<file path="src/rtl/ece571_cpu_pkg.sv">
// Shared types for the ece571 CPU slice: ALU opcodes, controller FSM states
// and the packed instruction layout used by the issue/writeback controller.
package ece571_cpu_pkg;

   localparam int DEF_NREGS = 8;
   localparam int DEF_RW    = $clog2(DEF_NREGS);

   typedef enum logic [2:0] {
      OP_ADD = 3'd0,
      OP_SUB = 3'd1,
      OP_AND = 3'd2,
      OP_OR  = 3'd3,
      OP_XOR = 3'd4
   } opcode_t;

   typedef enum logic [1:0] {
      S_IDLE = 2'd0,
      S_EXEC = 2'd1,
      S_RESP = 2'd2
   } ctrl_state_t;

   typedef struct packed {
      logic [2:0]        op;
      logic [DEF_RW-1:0] rd;
      logic [DEF_RW-1:0] rs1;
      logic [DEF_RW-1:0] rs2;
   } instr_t;

   function automatic logic is_legal_op(input logic [2:0] op);
      return (op <= 3'd4);
   endfunction

endpackage

</file>
<file path="src/rtl/ece571_regfile.sv">
// NREGS x N register file: two asynchronous read ports, a writeback port and a
// preload port. Writeback beats preload on the same index; r0 always reads 0.
module ece571_regfile #(
   parameter int N     = 32,
   parameter int NREGS = 8,
   localparam int RW   = $clog2(NREGS)
) (
   input  logic          clk,
   input  logic          reset,
   input  logic [RW-1:0] rd_addr1_i,
   output logic [N-1:0]  rd_data1_o,
   input  logic [RW-1:0] rd_addr2_i,
   output logic [N-1:0]  rd_data2_o,
   input  logic          wb_en_i,
   input  logic [RW-1:0] wb_addr_i,
   input  logic [N-1:0]  wb_data_i,
   input  logic          ld_en_i,
   input  logic [RW-1:0] ld_addr_i,
   input  logic [N-1:0]  ld_data_i
);

   logic [N-1:0] regs_q [NREGS];

   // Entry 0 is only ever cleared; the loop starts at 1 so nothing can write it.
   always_ff @(posedge clk or posedge reset) begin
      if (reset) begin
         for (int i = 0; i < NREGS; i++) begin
            regs_q[i] <= '0;
         end
      end else begin
         for (int i = 1; i < NREGS; i++) begin
            if (wb_en_i && (wb_addr_i == RW'(i))) begin
               regs_q[i] <= wb_data_i;
            end else if (ld_en_i && (ld_addr_i == RW'(i))) begin
               regs_q[i] <= ld_data_i;
            end
         end
      end
   end

   assign rd_data1_o = (rd_addr1_i == '0) ? '0 : regs_q[rd_addr1_i];
   assign rd_data2_o = (rd_addr2_i == '0) ? '0 : regs_q[rd_addr2_i];

endmodule

</file>
<file path="src/rtl/ece571_alu_ctrl.sv">
// Issue/writeback controller for the ece571 ALU: accepts one instruction, reads
// operands, drives the ALU for one cycle, writes back and returns a response.
module ece571_alu_ctrl
   import ece571_cpu_pkg::*;
#(
   parameter int N     = 32,
   parameter int NREGS = DEF_NREGS,
   localparam int RW   = $clog2(NREGS)
) (
   input  logic              clk,
   input  logic              reset,
   input  logic              instr_valid,
   output logic              instr_ready,
   input  logic [3+3*RW-1:0] instr,
   input  logic              ld_valid,
   input  logic [RW-1:0]     ld_addr,
   input  logic [N-1:0]      ld_data,
   output opcode_t           alu_opcode,
   output logic [N-1:0]      alu_a,
   output logic [N-1:0]      alu_b,
   input  logic [N-1:0]      alu_result,
   output logic              rsp_valid,
   input  logic              rsp_ready,
   output logic [N-1:0]      rsp_data,
   output logic [RW-1:0]     rsp_rd,
   output logic              rsp_err,
   output logic              busy
);

   ctrl_state_t   state_q, state_d;
   opcode_t       alu_opcode_q, alu_opcode_d;
   logic [N-1:0]  alu_a_q, alu_a_d;
   logic [N-1:0]  alu_b_q, alu_b_d;
   logic [RW-1:0] rd_q, rd_d;
   logic          legal_q, legal_d;
   logic          rsp_valid_q, rsp_valid_d;
   logic [N-1:0]  rsp_data_q, rsp_data_d;
   logic [RW-1:0] rsp_rd_q, rsp_rd_d;
   logic          rsp_err_q, rsp_err_d;

   logic [2:0]    op_in;
   logic [RW-1:0] rd_in, rs1_in, rs2_in;
   logic [N-1:0]  rs1_val, rs2_val;
   logic          wb_en;
   logic          ready_c;

   assign op_in  = instr[3+3*RW-1 -: 3];
   assign rd_in  = instr[3*RW-1 -: RW];
   assign rs1_in = instr[2*RW-1 -: RW];
   assign rs2_in = instr[RW-1:0];

   ece571_regfile #(.N(N), .NREGS(NREGS)) u_regfile (
      .clk        (clk),
      .reset      (reset),
      .rd_addr1_i (rs1_in),
      .rd_data1_o (rs1_val),
      .rd_addr2_i (rs2_in),
      .rd_data2_o (rs2_val),
      .wb_en_i    (wb_en),
      .wb_addr_i  (rd_q),
      .wb_data_i  (alu_result),
      .ld_en_i    (ld_valid),
      .ld_addr_i  (ld_addr),
      .ld_data_i  (ld_data)
   );

   // Illegal opcodes are steered to ADD so the ALU never sees an undefined code.
   always_comb begin
      state_d      = state_q;
      alu_opcode_d = alu_opcode_q;
      alu_a_d      = alu_a_q;
      alu_b_d      = alu_b_q;
      rd_d         = rd_q;
      legal_d      = legal_q;
      rsp_valid_d  = rsp_valid_q;
      rsp_data_d   = rsp_data_q;
      rsp_rd_d     = rsp_rd_q;
      rsp_err_d    = rsp_err_q;
      wb_en        = 1'b0;
      ready_c      = 1'b0;
      case (state_q)
         S_IDLE: begin
            ready_c = 1'b1;
            if (instr_valid) begin
               legal_d      = is_legal_op(op_in);
               alu_opcode_d = is_legal_op(op_in) ? opcode_t'(op_in) : OP_ADD;
               rd_d         = rd_in;
               alu_a_d      = rs1_val;
               alu_b_d      = rs2_val;
               state_d      = S_EXEC;
            end
         end
         S_EXEC: begin
            wb_en       = legal_q && (rd_q != '0);
            rsp_valid_d = 1'b1;
            rsp_data_d  = legal_q ? alu_result : '0;
            rsp_err_d   = !legal_q;
            rsp_rd_d    = rd_q;
            state_d     = S_RESP;
         end
         S_RESP: begin
            if (rsp_ready) begin
               rsp_valid_d = 1'b0;
               rsp_err_d   = 1'b0;
               state_d     = S_IDLE;
            end
         end
         default: state_d = S_IDLE;
      endcase
   end

   always_ff @(posedge clk or posedge reset) begin
      if (reset) begin
         state_q      <= S_IDLE;
         alu_opcode_q <= OP_ADD;
         alu_a_q      <= '0;
         alu_b_q      <= '0;
         rd_q         <= '0;
         legal_q      <= 1'b0;
         rsp_valid_q  <= 1'b0;
         rsp_data_q   <= '0;
         rsp_rd_q     <= '0;
         rsp_err_q    <= 1'b0;
      end else begin
         state_q      <= state_d;
         alu_opcode_q <= alu_opcode_d;
         alu_a_q      <= alu_a_d;
         alu_b_q      <= alu_b_d;
         rd_q         <= rd_d;
         legal_q      <= legal_d;
         rsp_valid_q  <= rsp_valid_d;
         rsp_data_q   <= rsp_data_d;
         rsp_rd_q     <= rsp_rd_d;
         rsp_err_q    <= rsp_err_d;
      end
   end

   assign instr_ready = ready_c;
   assign alu_opcode  = alu_opcode_q;
   assign alu_a       = alu_a_q;
   assign alu_b       = alu_b_q;
   assign rsp_valid   = rsp_valid_q;
   assign rsp_data    = rsp_data_q;
   assign rsp_rd      = rsp_rd_q;
   assign rsp_err     = rsp_err_q;
   assign busy        = (state_q != S_IDLE);

endmodule

</file>
<file path="config.mk">
export PLATFORM = sky130hd
export DESIGN_NAME = ece571_alu_ctrl
export DESIGN_NICKNAME = d
export VERILOG_FILES = /design/src/rtl/ece571_cpu_pkg.sv /design/src/rtl/ece571_regfile.sv /design/src/rtl/ece571_alu_ctrl.sv
export SDC_FILE = /design/constraint.sdc
export NUM_CORES = 1
export LEC_CHECK = 0
export ABC_AREA = 1
export BUFFER_PORTS_ARGS = -buffer_cell sky130_fd_sc_hd__buf_4
export CAP_MARGIN = 20
export CORE_MARGIN = 2
export CORE_UTILIZATION = 40
export DETAILED_ROUTE_END_ITERATION = 10
export PLACE_DENSITY_LB_ADDON = 0.05
export SLEW_MARGIN = 40
export SYNTH_ARGS = -nofsm -noshare
export SYNTH_HDL_FRONTEND = slang
export SYNTH_SLANG_ARGS = --single-unit
</file>
<file path="constraint.sdc">
create_clock -name clk -period 11.1 [get_ports clk]
set_clock_uncertainty 0.15 [all_clocks]
set_input_delay 0 -clock clk [delete_from_list [all_inputs] [get_ports clk]]
set_output_delay 0 -clock clk [all_outputs]
set_load 0.02 [all_outputs]
</file>
Word level (Yosys, flattened, before mapping)
Index checks and enable logic that the tools add are counted.
{"block": "totals", "inputBits": 84, "regBits": 334, "wordCells": 104, "output_inout_bits": 106}
{"block": "classes", "n_lt_le_gt_ge": 3, "n_reduce_logical": 32, "bitwise": 2, "n_eq_ne": 18, "muxes": 32}
{"operator": "$mux W32", "n": 21}
{"operator": "$bmux W32 S3", "n": 2}
{"operator": "$eq A3 B3 Y1 const B", "n": 8}
{"operator": "$reduce_bool A2 Y1", "n": 9}
{"operator": "$logic_and A1 B1 Y1", "n": 15}
{"operator": "$eq A3 B2 Y1 const B", "n": 4}
{"operator": "$ge A4 B4 Y1 const B", "n": 2}
{"operator": "$not A3 Y4", "n": 2}
{"operator": "$eq A3 B1 Y1 const B", "n": 2}
{"operator": "$logic_not A3 Y1", "n": 2}
{"operator": "$pmux W2 S3", "n": 1}
{"operator": "$reduce_and A2 Y1", "n": 3}
{"operator": "$mux W2", "n": 2}
{"operator": "$ne A2 B2 Y1 const B", "n": 2}
{"operator": "$pmux W1 S2", "n": 2}
{"operator": "$le A3 B3 Y1 const B", "n": 1}
{"operator": "$mux W1", "n": 3}
{"operator": "$mux W3", "n": 1}
{"operator": "$reduce_bool A3 Y1", "n": 1}
{"operator": "$eq A2 B1 Y1 const B", "n": 1}
{"operator": "$eq A2 B2 Y1 const B", "n": 1}
{"operator": "$logic_not A2 Y1", "n": 1}
{"operator": "$logic_not A1 Y1", "n": 1}

Longest topological paths before layout
Gate-level depths: netlist (run 1).
{"block": "depth", "depth_word": 5, "depth_mapped": 10, "ltp_nobuf": 9}

Cells and area by module
A second synthesis (run 1) with hierarchy kept.
{"block": "hier_totals", "hier_cells": 3060, "area_unflattened_um2": 19670.1}
{"module": "ece571_regfile", "area_per_inst_um2": 15388.5, "n_inst": 1, "cells_each": 2587, "seq_area_each_um2": 5605.4}
{"module": "ece571_alu_ctrl", "area_per_inst_um2": 4281.6, "n_inst": 1, "cells_each": 473, "seq_area_each_um2": 2752.6}

Least setup slack after synthesis (run 1)
No wires, ideal clock.
{"block": "synth_timing", "kind": "reg-to-reg", "startpoint": "register state_q[1]", "endpoint": "register alu_b_q[14] (netlist: alu_b[14])", "stages_incl_launch_ff": 8, "path_buffers": 2, "required_time_ns": 10.873, "setup_ns": 0.077, "arrival_time_ns": 1.503, "period_less_slack_ns": 1.731, "path_slack_ns": 9.369, "cell_sequence": "dfrtp_1 > nor2_1 > nand2_1 > inv_1 > buf_2 > buf_2 > nor2_1 > a21oi_1"}
{"block": "synth_between", "elab_chain_cells": 2}
{"element": "start: declaration", "line": "ece571_alu_ctrl.sv:30", "rtl": "ctrl_state_t state_q, state_d;"}
{"element": "start signal: assignment", "line": "ece571_alu_ctrl.sv:125", "rtl": "state_q <= state_d;"}
{"element": "$logic_not A2 Y1", "line": "ece571_alu_ctrl.sv:81", "rtl": "case (state_q)"}
{"element": "$reduce_and A2 Y1 (no line)"}
{"element": "end signal: assignment", "line": "ece571_alu_ctrl.sv:128", "rtl": "alu_b_q <= alu_b_d;"}
{"element": "end: declaration", "line": "ece571_alu_ctrl.sv:33", "rtl": "logic [N-1:0] alu_b_q, alu_b_d;"}
No other way between the ends.
A chain may end at the register's enable or synchronous reset.

Final worst setup path (run 1)
{"block": "layout_timing", "startpoint": "register state_q[1]", "endpoint": "register u_regfile.regs_q[52] (netlist bit)"}
{"block": "layout_between", "elab_chain_cells": 4, "word_cells_on_any_way": 5, "cone_classes": "eq/ne: 1; mux: 2; reduce/logical: 2"}
{"element": "$eq A2 B1 Y1 *", "line": "ece571_alu_ctrl.sv:81"}
{"element": "$mux W1 *", "line": "ece571_alu_ctrl.sv:81"}
{"element": "$logic_and A1 B1 Y1 *", "line": "ece571_regfile.sv:32", "rtl": "if (wb_en_i && (wb_addr_i == RW'(i))) begin"}
{"element": "$mux W32 or $reduce_bool A2 Y1 (tied branches)"}
{"element": "end signal: indexed assignment", "line": "ece571_regfile.sv:33", "rtl": "regs_q[i] <= wb_data_i;"}
{"element": "end signal: indexed assignment", "line": "ece571_regfile.sv:35", "rtl": "regs_q[i] <= ld_data_i;"}
{"element": "end: declaration", "line": "ece571_regfile.sv:22", "rtl": "logic [N-1:0] regs_q [NREGS];"}
Every way passes the cells marked *; elsewhere a longest branch is shown, timed or not.

==> results of run 1 <==
[cell type report]
type	instances	share of cell area [%]
repair buffers	338	12.6
flip-flops and latches	334	36.4
clock buffers	54	5.21
well taps	607	3.31
multi-input cells	2060	39.0
clock inverters	14	0.862
inverters	153	2.62
[worst register-to-register path: stages, from the launching register on]
cell,delay [ns]
dfrtp_1,0.41
inv_2,0.08
nand3_2,0.06
buf_4,0.30
inv_2,0.74
nand2_2,0.76
nand2_1,0.62
buf_4,0.44
nor2_1,0.09
a21oi_1,0.12
dlygate4sd3_1,0.56
[power breakdown]
group          internal [W]  total (W)  switching, W
sequential          0.00180    0.00223      0.000432
clock              0.000865    0.00142      0.000556
combinational      0.000846    0.00219       0.00134
total               0.00351    0.00584       0.00233
[cell usage in the layout (no fill, tap or decap)]
cell type,netlist,layout
inv_4,0,4
o21ai_1,1,1
inv_12,0,1
buf_12,0,1
nand3_1,390,390
nand4_1,1,1
nor2_1,236,232
buf_16,0,1
nand2_1,1015,1009
dlygate4sd3_1,0,122
nand3_2,1,1
buf_6,2,5
nand2_4,2,10
bufinv_16,0,5
inv_1,139,132
clkinv_1,3,1
inv_2,11,12
clkbuf_16,0,41
a21oi_1,181,181
clkbuf_1,102,1
a22o_1,16,16
nand2_2,7,5
o21ai_0,204,204
nor2_4,4,7
clkinvlp_4,0,1
nand3b_1,1,1
clkinv_2,0,11
clkbuf_8,0,12
dfrtp_1,334,334
nor2_2,1,2
buf_4,15,209
[registers in the layout (all words and copies together), names as in the netlist, 2 cells and up]
register,flops
u_regfile.regs_q,224
alu_a,32
alu_b,32
rsp_data,32
alu_opcode,3
rd_q,3
rsp_rd,3
state_q,2
[metrics by stage]
stage | cells | cell area (sq um) | setup slack, ns | hold slack [ns] | power [W]
final | 3560 | 22900 | 6.71 | 0.0516 | 0.00584
after global routing | 3560 | 22900 | 6.55 | 0.0741 | 0.00622
after CTS | 3559 | 22900 | 6.80 | 0.0450 | 0.00583
after detailed placement | 3369 | 20300 | 7.25 | 0.0204 | 0.00428
after global placement | 3369 | 20200 | 7.43 | 0.0736 | 0.00423
after floorplan | 2744 | 18700 | 1.70 | -0.0428 | 0.00347
[metal layers]
metal | GRT usage, % | wire [um] | up-vias
met5 | 0 | 0 | -
met4 | 13.4 | 2910 | 0
li1 | - | - | 9136
met1 | 45.9 | 34200 | 9812
met2 | 54.1 | 37300 | 1075
met3 | 6.09 | 7260 | 180
[worst paths after layout]
| kind | slack [ns] | to |
|---|---|---|
| worst max-delay path | 6.71 | u_regfile.regs_q[52]$_DFFE_PP0P_ |
| worst min-delay path | 0.05 | state_q[1]$_DFFE_PP0P_ |
| worst max register to register | 6.71 | u_regfile.regs_q[52]$_DFFE_PP0P_ |
| worst min register to register | 0.33 | alu_a[10]$_DFFE_PP0P_ |
| max in group asynchronous | 8.80 | alu_a[11]$_DFFE_PP0P_ |
| min in group asynchronous | 0.59 | alu_opcode[2]$_DFFE_PP0P_ |
[cells by family (layout without fill, tap and decap cells)]
family / Yosys count / in the layout / share of synthesized area, %
AOI/OAI and AO/OA: 402 / 402 / 11.1
buffers and inverters: 350 / 559 / 7.84
DFF: 334 / 334 / 44.7
and+or+nand+nor: 1658 / 1658 / 36.3
[repair_timing]
action	4_1_cts	5_1_grt
hold buffers	122	0
endpoints found under the hold margin	448	0
setup buffers	0	0
==> results.json, run 1 <==
{
  "worstPathRequired_ns": 11.46,
  "drive_gt1_share_pct": 11.1,
  "die_width_um": 220,
  "regArea_sq_mm": 0.00836,
  "peakVddDrop_mv": 0.151,
  "avgSynthCellArea_sq_um": 6.81,
  "synth_most_common_cell": "nand2_1",
  "fmax_ghz": 0.228,
  "hold_start": "rsp_ready",
  "ys_types": 23,
  "p_leak_nw": 11.2,
  "wl_per_cell_um": 22.9,
  "clockBufferDepth": 3,
  "cts_tree": "built",
  "postLayoutCoreUtil_pct": 49.5,
  "endpoint_kind": "flop",
  "syn_inst": 2744,
  "start_util_pct": 40.3,
  "cts_sinks": 334,
  "grt_pass1_wl_um": 124000,
  "period_share_pct": 39.6,
  "fillers": 4635,
  "antenna_found_initial": 0,
  "reg2reg_depth": 10,
  "coreArea_sq_mm": 0.0464,
  "grt_use_total_pct": 34.0,
  "fin_tns_setup_ns": 0,
  "arrival_ns": 4.76,
  "synth-edff-count": 0,
  "critPathMaxStageDelay_ns": 0.75,
  "tightest_slew_ns": 0.907,
  "ios": 190,
  "die_area_sq_mm": 0.0485,
  "drt-initial-drc-count": 2482,
  "crit_cells": 10,
  "ys.flop_type": "dfrtp_1",
  "crit_chain": "inv_2 > nand3_2 > buf_4 > inv_2 > nand2_2 > nand2_1 > buf_4 > nor2_1 > a21oi_1 > dlygate4sd3_1",
  "critPathLaunchType": "flop",
  "synthTopCellsByCount": "nand2_1 (1015), nand3_1 (390), dfrtp_1 (334)",
  "synth.largest_area_cell": "dfrtp_1",
  "synth_nets": 2828,
  "clk_pin_slew_ns": 0.06,
  "antenna_left": 0,
  "ctsResizeCount": 0,
  "whs_path_depth": 3,
  "hold_path.class": "in -> reg",
  "path_max_fanout": 34,
  "io_buffers": 189,
  "syn_to_final_growth_pct": 22.8,
  "wirelength_um": 81700,
  "finalHoldViolations": 0,
  "grt_setup_unrepaired": "no",
  "crit_slowest_cell": "nand2_2",
  "post-dp-hpwl_um": 45400,
  "num_rows": 79,
  "seq_area_frac_synth_pct": 44.7,
  "worstReg2RegStart": "state_q[1]$_DFFE_PP0P_",
  "nNetsFinal": 3010,
  "netlist.area_leader.share_pct": 44.7,
  "vias": 20200,
  "numCtsBuffers": 39,
  "netlist_area_sq_mm": 0.0187,
  "finalSetupViolCount": 0,
  "crit_family": "buffers and inverters",
  "crit_path_start": "state_q[1]$_DFFE_PP0P_",
  "maxCapViolations": 0,
  "grt-ovfl-total": 0,
  "crit_buf_inv": 5,
  "die_y_um": 220,
  "period_needed_ns": 4.39,
  "multiInputGateArea_sq_mm": 0.00894,
  "max_slew_margin_pct": 39.5,
  "clockRootBuffer": "clkbuf_16",
  "vias_per_cell": 5.68,
  "n_antenna_cell": 0,
  "criticalPathCategory": "reg -> reg",
  "drc": 0,
  "drt_pass1_iterations": 5,
  "slew_violations": 0,
  "grt_max_degree": 147,
  "yosys_register_bits": 334,
  "p_per_area_mw_per_mm2": 254,
  "clkLatencyLatePin_ns": 0.57,
  "routabilityCongestion": 0.837,
  "synth-async-reset-ratio_pct": 100,
  "yosys-top-cells-area": "dfrtp_1 (45%), nand2_1 (20%), nand3_1 (10%)",
  "grt_pass1_vias": 19800,
  "ys_warn_count": 32,
  "htreeDepth": 2,
  "status": "finished, final reports clean"
}
(Power assumes the default switching activity.)
==> inputs of run 2 (changes only) <==
clock period = 4.2 ns   (was 11.1 ns; I/O delays follow)
==> results.json, run 2 (synthesis results as in run 1) <==
{
  "post-dp-hpwl_um": 47200,
  "clockRootBuffer": "clkbuf_16",
  "period_needed_ns": 3.43,
  "syn_to_final_growth_pct": 24.2,
  "grt-ovfl-total": 0,
  "vias": 20500,
  "cts_tree": "built",
  "reg2reg_depth": 9,
  "start_util_pct": 40.3,
  "grt_pass1_vias": 19700,
  "slew_violations": 0,
  "die_width_um": 220,
  "grt_setup_unrepaired": "no",
  "wl_met1_um": 35300,
  "antenna_left": 0,
  "n_antenna_cell": 0,
  "maxCapViolations": 0,
  "drt-initial-drc-count": 2433,
  "clk_pin_slew_ns": 0.06,
  "postLayoutCoreUtil_pct": 50.1,
  "die_y_um": 220,
  "largest-register": "u_regfile.regs_q",
  "post_cts_buffers": 0,
  "whs_path_depth": 3,
  "hold_ws_ns": 0.0509,
  "ios": 190,
  "path_max_fanout": 32,
  "final_cell_mix": "nand2_1 (1012), nand3_1 (389), dfrtp_1 (334), nor2_1 (232), buf_4 (232)",
  "hold_path.class": "in -> reg",
  "top_layer_used": "met4",
  "num_rows": 79,
  "cts_sinks": 334,
  "final_area_sq_mm": 0.0232,
  "worstPathRequired_ns": 4.55,
  "met3_length_um": 7920,
  "crit_slowest_cell": "dlygate4sd3_1",
  "grt_max_degree": 109,
  "status": "finished, final reports clean",
  "io_buffers": 189,
  "p_per_area_mw_per_mm2": 678,
  "wl_per_cell_um": 23.5,
  "routabilityCongestion": 0.885,
  "crit_chain": "inv_2 > nand3_2 > inv_2 > nand2_2 > nand2_1 > buf_4 > nor2_1 > a21oi_1 > dlygate4sd3_1",
  "vias_per_cell": 5.71,
  "critPathLaunchType": "flop",
  "wirelength_um": 84200,
  "clockBufferDepth": 3,
  "criticalPathCategory": "reg -> reg",
  "numCtsBuffers": 41,
  "placed_area_sq_mm": 0.0205,
  "drive_gt1_share_pct": 11.7,
  "finalHoldViolations": 0,
  "drt_pass1_iterations": 6,
  "drc": 0,
  "peakVddDrop_mv": 0.381,
  "mostFrequentLayoutCell": "nand2_1",
  "met2WireLength_um": 37300,
  "period_share_pct": 81.7,
  "nNetsFinal": 3034,
  "clkLatencyLatePin_ns": 0.57,
  "largest_register_ffs": 224,
  "critPathMaxStageDelay_ns": 0.57,
  "antenna_found_initial": 0,
  "max_slew_margin_pct": 38.8,
  "worst_path_most_repeated_cell": "inv_2",
  "grt_use_total_pct": 34.7,
  "fmax_ghz": 0.291,
  "die_area_sq_mm": 0.0485,
  "fin_cells": 3587,
  "place_inst": 3394,
  "endpoint_kind": "flop",
  "tightest_slew_ns": 0.913,
  "coreArea_sq_mm": 0.0464,
  "grt_pass1_wl_um": 125000,
  "htreeDepth": 2,
  "finalSetupViolCount": 0,
  "arrival_ns": 3.78,
  "p_leak_nw": 11.3
}
-- run 2: cell count changes in the layout (fill, tap and decap cells not counted), sizes merged --
cell	change
clkinv	+2
dlygate4sd3	-2
clkbuf	-2
bufinv	+5
buf	+24
-- run 2: metrics by stage --
step | setup slack [ns] | power [W] | TNS [ns]
after floorplan | -0.413 | 0.00916 | -137.81
after global placement | 1.45 | 0.0112 | 0
after detailed placement | 1.42 | 0.0114 | 0
after CTS | 0.922 | 0.0157 | 0
after global routing | 0.698 | 0.0167 | 0
final | 0.767 | 0.0157 | 0
-- run 2: final cells by class --
cell class                      instances  area [sq um]
Clock buffer                           52          1120
Clock inverter                         21           355
Fill cell                            4613         23100
Inverter                              153           592
Multi-Input combinational cell       2060          8910
Sequential cell                       334          8360
Tap cell                              607           759
Timing Repair Buffer                  360          3120
-- run 2: worst max-delay path: cells and delay by family, from the launching register on --
family | cells | cell delay, ns
AOI/OAI and AO/OA | 1 | 0.14
buffers and inverters | 4 | 1.75
DFF | 1 | 0.42
and+or+nand+nor | 4 | 0.88
-- run 2: where the power goes --
group	switching [W]	internal [W]
Clock	0.00151	0.00249
Combinational	0.00354	0.00228
Sequential	0.00117	0.00475
-- run 2: path summary, 6_finish.rpt --
check                      slack (ns)                   start                                end
max in group asynchronous        2.23                   reset  u_regfile.regs_q[210]$_DFFE_PP0P_
max reg2reg                      0.77  state_q[1]$_DFFE_PP0P_   u_regfile.regs_q[40]$_DFFE_PP0P_
min reg2reg                      0.33   alu_a[18]$_DFFE_PP0P_              alu_a[18]$_DFFE_PP0P_
min                              0.05               rsp_ready             state_q[1]$_DFFE_PP0P_
min in group asynchronous        0.39                   reset                rsp_err$_DFFE_PP0P_
max                              0.77  state_q[1]$_DFFE_PP0P_   u_regfile.regs_q[40]$_DFFE_PP0P_
-- run 2: metal layers --
layer  vias to the layer above  global-route usage (%)
li1                       9196                       -
met1                      9899                    47.8
met2                      1157                    54.4
met3                       222                    5.26
met4                         0                    14.6
met5                         -                       0
-- run 2: what timing repair did --
item	CTS	global route
resized for setup	0	0
hold endpoints to repair	594	0
endpoints found under the setup margin	0	0
hold buffers	120	0
